===== src/rtl/if_stage.sv =====
// ----------------------------------------------------------------------------
// if_stage
//   Instruction-fetch stage: owns the PC, issues instruction-memory requests
//   and loads the IF/ID pipeline register.
//
//   Parameters
//     RESET_PC    fetch address after reset
//
//   Ports
//     clk         clock, all state updates on the rising edge
//     reset       asynchronous active-low reset
//     stall       hazard hold: PC and IF/ID hold while 1
//     pc_src      next-PC select: 00 seq, 01 branch, 10 jump, 11 register
//     if_flush    kill the instruction entering IF/ID
//     branch      branch target
//     rs          register-jump target
//     offset28    low 28 bits of the jump target
//     imem_req    instruction-memory request (registered)
//     imem_addr   request address (registered, stable until ack)
//     imem_ack    read data valid (may coincide with the request cycle)
//     imem_rdata  instruction word
//     pc_4_out    IF/ID: instruction address + 4
//     ins         IF/ID: instruction word, 0 for a bubble
//     ins_valid   IF/ID: 1 when ins is a real fetched instruction
// ----------------------------------------------------------------------------
module if_stage #(
    parameter logic [31:0] RESET_PC = 32'h0000_0000
) (
    input  logic        clk,
    input  logic        reset,
    input  logic        stall,
    input  logic [1:0]  pc_src,
    input  logic        if_flush,
    input  logic [31:0] branch,
    input  logic [31:0] rs,
    input  logic [27:0] offset28,
    output logic        imem_req,
    output logic [31:0] imem_addr,
    input  logic        imem_ack,
    input  logic [31:0] imem_rdata,
    output logic [31:0] pc_4_out,
    output logic [31:0] ins,
    output logic        ins_valid
);

    typedef enum logic [1:0] {
        FETCH   = 2'd0,
        HOLD    = 2'd1,
        DISCARD = 2'd2
    } state_t;

    state_t      state;
    logic [31:0] pc;
    logic [31:0] pc_plus4;
    logic [31:0] target;
    logic [31:0] buf_ins;
    logic        ack;
    logic        redirect;

    always_comb begin
        // An ack only counts against an outstanding request; this also drops
        // a late ack from a request that reset aborted.
        ack      = imem_ack & imem_req;
        redirect = !stall && (pc_src != 2'b00);
        pc_plus4 = pc + 32'd4;
        case (pc_src)
            2'b01:   target = branch;
            2'b10:   target = {pc_4_out[31:28], offset28};
            default: target = rs;
        endcase
    end

    always_ff @(posedge clk or negedge reset) begin
        if (!reset) begin
            state     <= FETCH;
            pc        <= RESET_PC;
            imem_addr <= RESET_PC;
            imem_req  <= 1'b0;
            ins       <= '0;
            pc_4_out  <= '0;
            ins_valid <= 1'b0;
            buf_ins   <= '0;
        end else begin
            imem_req <= 1'b1;
            case (state)
                FETCH: begin
                    if (stall) begin
                        if (ack) begin
                            buf_ins  <= imem_rdata;
                            state    <= HOLD;
                            imem_req <= 1'b0;
                        end
                    end else if (redirect) begin
                        ins       <= '0;
                        ins_valid <= 1'b0;
                        pc        <= target;
                        // With no request in flight (first cycle out of
                        // reset) there is nothing to drain.
                        if (ack || !imem_req)
                            imem_addr <= target;
                        else
                            state <= DISCARD;
                    end else if (ack) begin
                        pc        <= pc_plus4;
                        imem_addr <= pc_plus4;
                        if (if_flush) begin
                            ins       <= '0;
                            ins_valid <= 1'b0;
                        end else begin
                            pc_4_out  <= pc_plus4;
                            ins       <= imem_rdata;
                            ins_valid <= 1'b1;
                        end
                    end else begin
                        ins       <= '0;
                        ins_valid <= 1'b0;
                    end
                end

                HOLD: begin
                    if (stall) begin
                        imem_req <= 1'b0;
                    end else begin
                        state   <= FETCH;
                        buf_ins <= '0;
                        if (redirect) begin
                            pc        <= target;
                            imem_addr <= target;
                            ins       <= '0;
                            ins_valid <= 1'b0;
                        end else begin
                            pc        <= pc_plus4;
                            imem_addr <= pc_plus4;
                            if (if_flush) begin
                                ins       <= '0;
                                ins_valid <= 1'b0;
                            end else begin
                                pc_4_out  <= pc_plus4;
                                ins       <= buf_ins;
                                ins_valid <= 1'b1;
                            end
                        end
                    end
                end

                DISCARD: begin
                    if (!stall) begin
                        ins       <= '0;
                        ins_valid <= 1'b0;
                        if (redirect)
                            pc <= target;
                    end
                    // Old request completes: drop its data, start the new one.
                    if (ack) begin
                        state     <= FETCH;
                        imem_addr <= redirect ? target : pc;
                    end
                end

                default: state <= FETCH;
            endcase
        end
    end

endmodule


===== config.mk =====
export PLATFORM = sky130hd
export DESIGN_NAME = if_stage
export DESIGN_NICKNAME = d
export VERILOG_FILES = /design/src/rtl/if_stage.sv
export SDC_FILE = /design/constraint.sdc
export NUM_CORES = 1
export LEC_CHECK = 0
export BUFFER_PORTS_ARGS = -buffer_cell sky130_fd_sc_hd__buf_2
export CAP_MARGIN = 10
export CORE_MARGIN = 10
export CORE_UTILIZATION = 48
export CTS_CLUSTER_DIAMETER = 200
export DETAILED_ROUTE_END_ITERATION = 12
export PLACE_DENSITY = 0.77
export SYNTH_ARGS = -nofsm -noshare
export SYNTH_HDL_FRONTEND = slang
export SYNTH_SLANG_ARGS = --single-unit
export TNS_END_PERCENT = 20

===== constraint.sdc =====
create_clock -name clk -period 2.5 [get_ports clk]
set_clock_uncertainty 0.05 [all_clocks]
set_input_delay 0.5 -clock clk [delete_from_list [all_inputs] [get_ports clk]]
set_output_delay 0.5 -clock clk [all_outputs]
set_load 0.01 [all_outputs]

==> summary.md <==
## Placement
* routability cong.: 0.9451
* dpl hpwl: 21150 um
* cell count after placement: 1345
* number of port buffers: 228

## STA
* RSZ-0062 raised after global routing: no
* Least-Margin Pin Slew: 670.5 ps
* final hold slack: -12.20 ps
* headroom to the max-slew limit: 54.89%
* share of the clock period used by the worst path: 94.14%
* number of endpoints with negative hold slack in the final report: 11
* Total Neg Setup Slack: 0 ps
* max-slew violation count: 0
* FMAX: 424.9 MHz
* number of failing setup endpoints in the final timing report: 0
* min cycle time layout: 2353 ps

## Worst setup path
* endpoint class of the critical path: flop
* maximum fanout count along the critical path: 5
* critical path launch point type: flop
* Crit Path Category: flop to flop
* worst path required time: 2770 ps
* arrival time at the worst endpoint: 2620 ps

## Clock network
* number of sinks handled by clock tree synthesis: 164
* number of gates resized after CTS: 0
* total number of H-tree levels: 4
* total setup buffers inserted after CTS: 0
* buffers from clock root to sink, at most: 2
* TritonCTS clock tree: yes
* clock latency on the worst-skew pair: 440 ps
* CTS buffer count: 17
* clk root buf: clkbuf_16
* hold bufs inserted after CTS: 0
* clock transition at the registers of the reported paths: 80 ps

## GRT
* GRT met1 Usage: 29.78%
* largest net degree at the start of global routing: 58
* initial antenna violation count: 0
* All-Layer GR Usage: 23.57%
* Global Route met3 Usage: 7.239%
* met2 demand-to-capacity share in global routing: 38.70%
* global route overflow: 0
* vias in the first global route: 8182
* most used routing layer: met2
* global-route wire length before repair: 45260 um

## Hold path
* worst hold path type: input pin to asynchronous set/reset pin

## Synthesis
* Post-Synthesis Cells: 910
* Synth Flop Type: dfrtp_1
* netlist area before placement: 8509 um2
* sequential element share of the synthesized area: 48.23%
* distinct cell type count after synthesis: 62
* number of synthesized flops with an enable pin: 0
* post-synth top area share: 48.23%
* async set-reset flop share out of synthesis: 100.0%
* Yosys reg bits: 164
* synth warn: 0
* most area-consuming cells after synthesis: dfrtp_1 48%, o21ai_0 5.2%, nand2_1 4.6%
* nets in the synthesized netlist: 1049
* average footprint of a synthesized cell: 9.351 um2
* dominant cell type by area after synthesis: dfrtp_1

## Drt
* DRC marker count from the first detailed-route iteration: 755
* total iterations of the first detailed-routing run: 6
* via count: 8085
* Post-route DRC: 0
* Wirelength per Cell: 20.67 um
* number of routed nets with antenna violations: 0
* total wire length after detailed routing: 28470 um
* ratio of routed vias to standard cells: 5.871

## Floorplan
* die width: 153.1 um
* number of ports placed on the die boundary: 229
* effective utilization at floorplan: 49.03%
* floorplan core area: 17360 um2
* std cell rows: 48
* die height: 153.1 um
* full die area: 23450 um2

## Power
* Power per Cell Area: 1223 nW/um2
* static leakage: 5.021 nW
* maximum ir drop on the vdd rail: 751.0 uV

## Layout
* fillcell total: 1450
* FF/Latch Area: 4104 um2
* multi-input gate area in the final layout: 4075 um2
* Net count, final: 1278
* fraction of layout cells with a size suffix above 1: 31.02%
* area growth from synthesis to layout: 28.32%
* non-filler instance count after layout: 1377

## Run
* number of maximum-capacitance violations: 0

## Outcome
* outcome: finished, violations left
* violated checks: hold timing

==> final timing paths <==
| path | cells past startpoint | to | slack (ps) | start |
|---|---|---|---|---|
| max in group asynchronous | 2 | buf_ins[1] | 1750 | reset |
| min in group clk | 2 | buf_ins[16] | 250 | imem_rdata[16] |
| worst max register to register | 6 | pc[22] | 150 | pc[16] |
| worst min-delay path | 1 | pc_4_out[11] | -10 | reset |
| worst min register to register | 2 | pc_4_out[10] | 420 | pc_4_out[10] |
| worst max-delay path | 6 | pc[22] | 150 | pc[16] |
==> metrics by stage <==
step / worst slack (ps) / hold slack (ps) / power [W] / instance area [um2] / utilization, %
5_1_grt: 49.77 / 20.85 / 0.01423 / 10920 / 62.90
3_5_place_dp: 128.2 / 415.3 / 0.01051 / 10270 / 59.19
6_report: 146.5 / -12.20 / 0.01335 / 10920 / 62.91
3_3_place_gp: 136.8 / 405.2 / 0.01032 / 10270 / 59.19
4_1_cts: 122.9 / 1.743 / 0.01340 / 10910 / 62.87
2_1_floorplan: 202.8 / 154.4 / 0.008067 / 8509 / -
==> registers in the layout, summed over array words and instances (netlist names) <==
| signal | cells |
|---|---|
| buf_ins | 32 |
| ins_valid | 1 |
| pc | 32 |
| imem_addr | 32 |
| ins | 32 |
| imem_req | 1 |
| state | 2 |
| pc_4_out | 32 |
==> cell usage after synthesis, drive strengths merged (17+ instances only) <==
library cell,number
dfrtp,164
nand2,105
o21ai,91
nor2,78
clkbuf,67
a21oi,44
a22oi,44
a22o,36
xnor2,25
o31ai,19
xor2,19
buf,18
nor4,18
a221oi,17
==> power breakdown <==
part / leakage, nW / total, W / switching [W] / internal, W
Clock: 0.312 / 0.00284 / 0.00122 / 0.00162
Combinational: 2.65 / 0.00575 / 0.00334 / 0.00241
Sequential: 2.06 / 0.00477 / 0.000890 / 0.00388
==> cell families after synthesis <==
family	after synthesis	synth area share, %
compound gates	299	23.53
simple gates	283	15.94
flops	164	48.23
buf+inv	96	4.543
xor+xnor	44	4.529
mux	16	2.059
fa+ha+maj	8	1.176
==> worst max-delay path, stage by stage, from the launching register on <==
cell and delay, ps:
dfrtp_1 430, nand4_1 320, buf_4 260, nor4_1 540, nand2b_1 180, xnor2_1 200
o31a_1 260
==> layer usage <==
| metal | up-vias | routed length [um] |
|---|---|---|
| li1 | 3777 | - |
| met1 | 3866 | 11420 |
| met2 | 405 | 13880 |
| met3 | 37 | 2712 |
| met4 | 0 | 462 |
| met5 | - | 0 |
==> layout by cell type (no fill, tap or decap), types with 6 or more instances in the layout <==
master     instances
buf_2            227
dfrtp_1          164
nand2_1          105
o21ai_0           89
nor2_1            76
buf_4             57
a22oi_1           44
a21oi_1           43
a22o_1            36
xnor2_1           25
o31ai_1           19
xor2_1            19
a221oi_1          17
clkbuf_16         17
nor4_1            16
nor3_1            14
nand4_1           13
a211oi_1          12
nand3_1           12
mux2_2            12
inv_1             10
buf_12            10
a31oi_1            8
o31a_1             8
ha_1               8
and4_1             7
inv_6              6
==> final cells by class <==
cell class,count,area share [%]
diodes,1,0.02292
well taps,225,2.578
clock buffers,17,3.896
flip-flops and latches,164,37.58
multi-input cells,650,37.32
repair buffers,295,16.26
clock inverters,14,1.959
inverters,11,0.3781
Note: power is estimated with default switching activity, not from simulation.
